File: src/rtl/if_pkg.sv
// Shared definitions for the instruction-fetch front end: state encoding,
// reset address and small PC helpers.
package if_pkg;

    localparam int INSTR_W = 32;
    localparam logic [31:0] RESET_PC_DEFAULT = 32'hBFC0_0000;

    typedef enum logic [1:0] {
        S_REQ  = 2'd0,
        S_WAIT = 2'd1,
        S_DROP = 2'd2
    } fetch_state_e;

    localparam logic [1:0] ST_REQ  = S_REQ;
    localparam logic [1:0] ST_WAIT = S_WAIT;
    localparam logic [1:0] ST_DROP = S_DROP;

    function automatic logic [31:0] word_align(input logic [31:0] addr);
        return addr & 32'hFFFF_FFFC;
    endfunction

    // Modulo-2^32, so the last word of the address space wraps to zero.
    function automatic logic [31:0] pc_plus4(input logic [31:0] addr);
        return addr + 32'd4;
    endfunction

endpackage

File: src/rtl/if_fetch_unit.sv
// Instruction-fetch front end: owns the PC, issues single-outstanding imem
// requests and holds one fetched word until IF/ID takes it.
module if_fetch_unit
    import if_pkg::*;
#(
    parameter logic [31:0] RESET_PC = RESET_PC_DEFAULT
) (
    input  logic                 clk,
    input  logic                 rst,
    input  logic                 stall,
    input  logic                 redirect,
    input  logic [31:0]          redirect_pc,
    output logic                 imem_req,
    output logic [31:0]          imem_addr,
    input  logic                 imem_gnt,
    input  logic                 imem_rvalid,
    input  logic [INSTR_W-1:0]   imem_rdata,
    output logic [31:0]          pc_4,
    output logic [INSTR_W-1:0]   instr,
    output logic                 if_valid
);

    logic [1:0]          state_reg, state_next;
    logic [31:0]         pc_reg, pc_next;
    logic [31:0]         req_pc_reg, req_pc_next;
    logic [31:0]         pc_4_reg, pc_4_next;
    logic [INSTR_W-1:0]  instr_reg, instr_next;
    logic                if_valid_reg, if_valid_next;
    logic                armed_reg, armed_next;

    logic                consume;
    logic                req_raw;
    logic                granted;
    logic [31:0]         rsp_pc_4;

    // A request goes out only when the buffer is empty or being drained this
    // cycle, so a returning word always finds the buffer free.
    always_comb begin
        consume  = if_valid_reg & ~stall;
        req_raw  = (state_reg == ST_REQ) & (armed_reg | ~if_valid_reg | ~stall);
        granted  = req_raw & imem_gnt;
        rsp_pc_4 = pc_plus4(req_pc_reg);
    end

    assign imem_req  = req_raw & ~rst;
    assign imem_addr = pc_reg;
    assign pc_4      = pc_4_reg;
    assign instr     = instr_reg;
    assign if_valid  = if_valid_reg;

    always_comb begin
        state_next    = state_reg;
        pc_next       = pc_reg;
        req_pc_next   = req_pc_reg;
        pc_4_next     = pc_4_reg;
        instr_next    = instr_reg;
        if_valid_next = if_valid_reg & ~consume;
        armed_next    = armed_reg;

        case (state_reg)
            ST_REQ: begin
                if (granted) begin
                    req_pc_next = pc_reg;
                    armed_next  = 1'b0;
                    state_next  = ST_WAIT;
                end else if (req_raw) begin
                    armed_next  = 1'b1;
                end
            end
            ST_WAIT: begin
                if (imem_rvalid) begin
                    pc_4_next     = rsp_pc_4;
                    instr_next    = imem_rdata;
                    if_valid_next = 1'b1;
                    pc_next       = rsp_pc_4;
                    state_next    = ST_REQ;
                end
            end
            ST_DROP: begin
                if (imem_rvalid) begin
                    state_next = ST_REQ;
                end
            end
            default: begin
                state_next = ST_REQ;
            end
        endcase

        // Redirect wins over everything above; any word landing now is stale.
        if (redirect) begin
            pc_next       = word_align(redirect_pc);
            pc_4_next     = pc_4_reg;
            instr_next    = instr_reg;
            if_valid_next = 1'b0;
            armed_next    = 1'b0;
            case (state_reg)
                ST_REQ:  state_next = granted ? ST_DROP : ST_REQ;
                ST_WAIT: state_next = imem_rvalid ? ST_REQ : ST_DROP;
                ST_DROP: state_next = imem_rvalid ? ST_REQ : ST_DROP;
                default: state_next = ST_REQ;
            endcase
        end
    end

    always_ff @(posedge clk or posedge rst) begin
        if (rst) begin
            state_reg    <= ST_REQ;
            pc_reg       <= RESET_PC;
            req_pc_reg   <= RESET_PC;
            pc_4_reg     <= '0;
            instr_reg    <= '0;
            if_valid_reg <= 1'b0;
            armed_reg    <= 1'b0;
        end else begin
            state_reg    <= state_next;
            pc_reg       <= pc_next;
            req_pc_reg   <= req_pc_next;
            pc_4_reg     <= pc_4_next;
            instr_reg    <= instr_next;
            if_valid_reg <= if_valid_next;
            armed_reg    <= armed_next;
        end
    end

endmodule

File: config.mk
export PLATFORM = sky130hd
export DESIGN_NAME = if_fetch_unit
export DESIGN_NICKNAME = d
export VERILOG_FILES = /design/src/rtl/if_pkg.sv /design/src/rtl/if_fetch_unit.sv
export SDC_FILE = /design/constraint.sdc
export NUM_CORES = 1
export LEC_CHECK = 0
export BUFFER_PORTS_ARGS = -buffer_cell sky130_fd_sc_hd__buf_2
export CORE_MARGIN = 2
export CORE_UTILIZATION = 36
export CTS_BUF_LIST = sky130_fd_sc_hd__clkbuf_4 sky130_fd_sc_hd__clkbuf_8
export DETAILED_ROUTE_END_ITERATION = 7
export GPL_TIMING_DRIVEN = 1
export SYNTH_ARGS = -nofsm -noshare
export SYNTH_HDL_FRONTEND = slang
export SYNTH_SLANG_ARGS = --single-unit
File: constraint.sdc
create_clock -name clk -period 10.8 [get_ports clk]
set_clock_uncertainty 0.05 [all_clocks]
set_input_delay 2.16 -clock clk [delete_from_list [all_inputs] [get_ports clk]]
set_output_delay 2.16 -clock clk [all_outputs]
set_load 0.01 [all_outputs]
* Word-level counts from Yosys, hierarchy flattened
Cells that the tools add are included.
** Storage, ports and cells
- Register bits :: 132
** Cells by class
- Add/sub/neg operators :: 1
- Equality and inequality tests :: 4
- Multiplexer cells :: 17
- Bitwise logic cells :: 12
- Reduce and logical (&&, ||, !) cells :: 11
** Operators by type and width (count)
- 32-bit 2-to-1 mux :: 3
- 32-bit by 3-bit adder with 32-bit output, second input constant :: 1
- 2-bit 2-to-1 mux :: 5
- 2-bit one-hot mux with 2 select lines :: 2
- 2-bit AND reduction :: 4
- 1-bit 2-to-1 mux :: 7
- 2-bit nonzero test :: 3
- 1-bit AND :: 5
- 1-bit inverter :: 5
- 3-bit by 1-bit != test with 1-bit output, second input constant :: 1
- 3-bit != test, second input constant :: 1
- 3-bit AND reduction :: 1
- 3-bit nonzero test :: 1
- 2-bit by 1-bit == test with 1-bit output, second input constant :: 1
- 2-bit == test, second input constant :: 1
- 2-bit zero test :: 1
- 1-bit bitwise OR :: 2
- 2-bit OR reduction :: 1

* Depth between registers and ports, before layout
- Depth after elaboration :: 8
- Mapped depth :: 10
- Gate-level depth less buffers :: 6

* Worst setup path before layout
No wires, ideal clock.
- Path type :: input to output
- Start point :: input port stall
- End point :: output port imem_req
- Arrival :: 2559 ps
- Data required time :: 8590 ps
- Path slack :: 6031 ps
- Stages on the path :: 3
- Path through :: nand2_1 > nor2_1 > nor3_1
** On the way
- Longest elaborated chain between the ends :: 4
** RTL lines
- start, declared :: line if_fetch_unit.sv:10 : input logic stall,
- 1-bit inverter :: line if_fetch_unit.sv:40 : req_raw = (state_reg == ST_REQ) & (armed_reg | ~if_valid_reg | ~stall);
- 1-bit bitwise OR :: line if_fetch_unit.sv:40
- 1-bit AND :: line if_fetch_unit.sv:40
- 1-bit AND :: line if_fetch_unit.sv:45 : assign imem_req = req_raw & ~rst;
- end, declared :: line if_fetch_unit.sv:13 : output logic imem_req,
Every way passes these cells.

* Worst setup path in the final report
Ends and elaborated chain as after synthesis.

==> flow_summary.toml <==
[outcome]
outcome = "complete, no violations"

[logic_synthesis]
syn-num-nets = 568
synth_area_per_cell_um2 = 11.7
synth_seq_cells = 132
yosys_warnings = 0
synth.top_cell.area_share_pct = 49.3
synthCells = 494
ys.flop_type = "dfrtp_1"
synth.area.top_cells = "dfrtp_1 (49%), mux2_2 (13%), dfstp_2 (8.2%), nand2_1 (5.4%), xor2_1 (2.9%)"
ys_seq_area_share_pct = 57.5
yosysUniqueCellTypes = 40
yosys.area.top_type = "dfrtp_1"
async_flop_share_pct = 100
synth_enable_flop_cells = 0
synth_area_um2 = 5790

[power]
power_density_nw_per_um2 = 259
power_leakage_nw = 3.48
ir_drop_v = 0.000111

[sta]
max_freq_mhz = 203
setup_viol = 0
finalMaxSlewViolations = 0
setup_tns_ns = 0
finalHoldViolCount = 0
fin_crit_sh_pct = 45.6
worst_slack_ns = 5.87
worstMarginPinSlew_ns = 0.862
rsz0062_at_grt = "no"
slew_headroom_pct = 42.6
finalCriticalPeriod_ns = 4.93

[clock_network]
cts_tree = "yes"
cts_buffer_depth = 2
clock_latency_ns = 0.45
h-tree-depth = 4
cts-buffers-inserted = 17
cts.clk_slew.worst_paths_ns = 0.08
hold_buffers = 0
cts.sinks = 132
root_buffer = "clkbuf_8"
cts_resized = 0
post_cts_buffers = 0

[global_routing]
antenna_found_initial = 0
grt_pass1_wl_um = 22000
grt_max_degree = 69
grt_pass1_vias = 4279
overflow = 0
grtUsageTotal_pct = 16.6

[drt]
drc_errors = 0
vias_per_cell = 4.80
vias = 4245
drtPass1Iterations = 4
wl_per_cell_um = 15.5
wl_um = 13700
drt_first_iter_violations = 127
ant_nets = 0

[placed_design]
place_ws_ns = 5.88
placed_cells = 852
port-buffer-count = 165
dpl_cell_area_um2 = 6810
hpwl_um = 9200
gp_congestion = 0.751

[finish]
fin_nets = 729
n_antenna_cell = 0
nFillCells = 1501
area_delta_synth_final_pct = 24.8
layout_common_cells = "buf_2 (165), dfrtp_1 (114), nand2_1 (83)"
final_common_cell = "buf_2"
final_area_um2 = 7220
fin_util_pct = 45.6
drive_gt1_share_pct = 45.4
fin_cells = 884

[floorplan]
initial_utilization_pct = 36.6
io_pins = 168
rows = 46
die_y_um = 131
die_area_um2 = 17100
core_um2 = 15800
die_w_um = 131

[run]
maxCapViolations = 0

[setup_path]
crit_path_end_kind = "primary output"
worstPathMaxFanout = 4
cp.required_ns = 8.59
crit_type = "primary input to primary output"
arrival_ns = 2.72
startpoint_type = "primary input"

[hold_path]
hold_path.class = "flop to flop"
-- critical path: stages --
cell and delay (ns):
buf_2 0.10, nand2_1 0.12, nor2_1 0.05, nor3_1 0.12, buf_2 0.16
-- cell usage after synthesis, drive strengths merged, types with 2 or more instances --
| master | count |
|---|---|
| mux2 | 67 |
| a21o | 4 |
| xor2 | 19 |
| buf | 16 |
| nand3 | 15 |
| and2 | 2 |
| a21oi | 13 |
| and3 | 2 |
| a211oi | 6 |
| dfrtp | 114 |
| clkbuf | 12 |
| ha | 4 |
| nor3b | 4 |
| nand4 | 7 |
| o21ai | 40 |
| inv | 7 |
| nand2b | 2 |
| dfstp | 18 |
| xnor2 | 8 |
| nand2 | 84 |
| nor3 | 3 |
| o221ai | 15 |
| mux2i | 3 |
| nor2 | 17 |
| nor4 | 5 |
-- power breakdown --
group / internal, W / total [W] / switching, W
sequential: 0.000700 / 0.000843 / 0.000143
clock: 0.000236 / 0.000427 / 0.000191
combinational: 0.000288 / 0.000600 / 0.000312
-- layer usage --
metal  part of all wire (%)  vias up  wire length (um)  track usage [%]
met5                      0        -                 0                0
met4                    1.9        0               255             6.45
met3                    7.0       22               958             5.17
met2                     45      136              6150             26.0
met1                     46     2046              6290             21.7
li1                       -     2041                 -                -
-- path summary, 6_finish.rpt --
| path | cells past startpoint | to | slack, ns | startpoint |
|---|---|---|---|---|
| min in group asynchronous | 2 | instr[15] | 1.74 | rst |
| max reg2reg | 7 | instr[2] | 8.08 | state_reg[1] |
| min | 2 | pc_4[20] | 0.42 | pc_4[20] |
| min reg2reg | 2 | pc_4[20] | 0.42 | pc_4[20] |
| max | 5 | imem_req | 5.87 | stall |
| max in group asynchronous | 3 | instr[5] | 7.63 | rst |
-- cell type report --
type	count	area, um^2	area share (%)
sequential	132	3330	46.0
multi-input combinational	327	2320	32.2
timing repair buffer	170	863	12.0
clock buffer	23	310	4.30
tap	216	270	3.74
clock inverter	9	100	1.39
inverter	7	31.3	0.433
-- through the flow --
step           power (W)  hold WS (ns)
2_1_floorplan    0.00122         0.449
3_3_place_gp     0.00143         0.411
3_5_place_dp     0.00146         0.415
4_1_cts          0.00190         0.432
5_1_grt          0.00201         0.455
6_report         0.00187         0.424
-- logic make-up after synthesis --
logic type,count (synthesis),share of synthesized area [%]
AOI/OAI and AO/OA,82,9.34
and+or+nand+nor,144,12.2
muxes,70,13.6
adders and majority gates,4,0.865
buffers and inverters,35,2.53
DFF,132,57.5
xor gates and xnor gates,27,4.09
No activity file was read; power rests on OpenSTA's default activity.
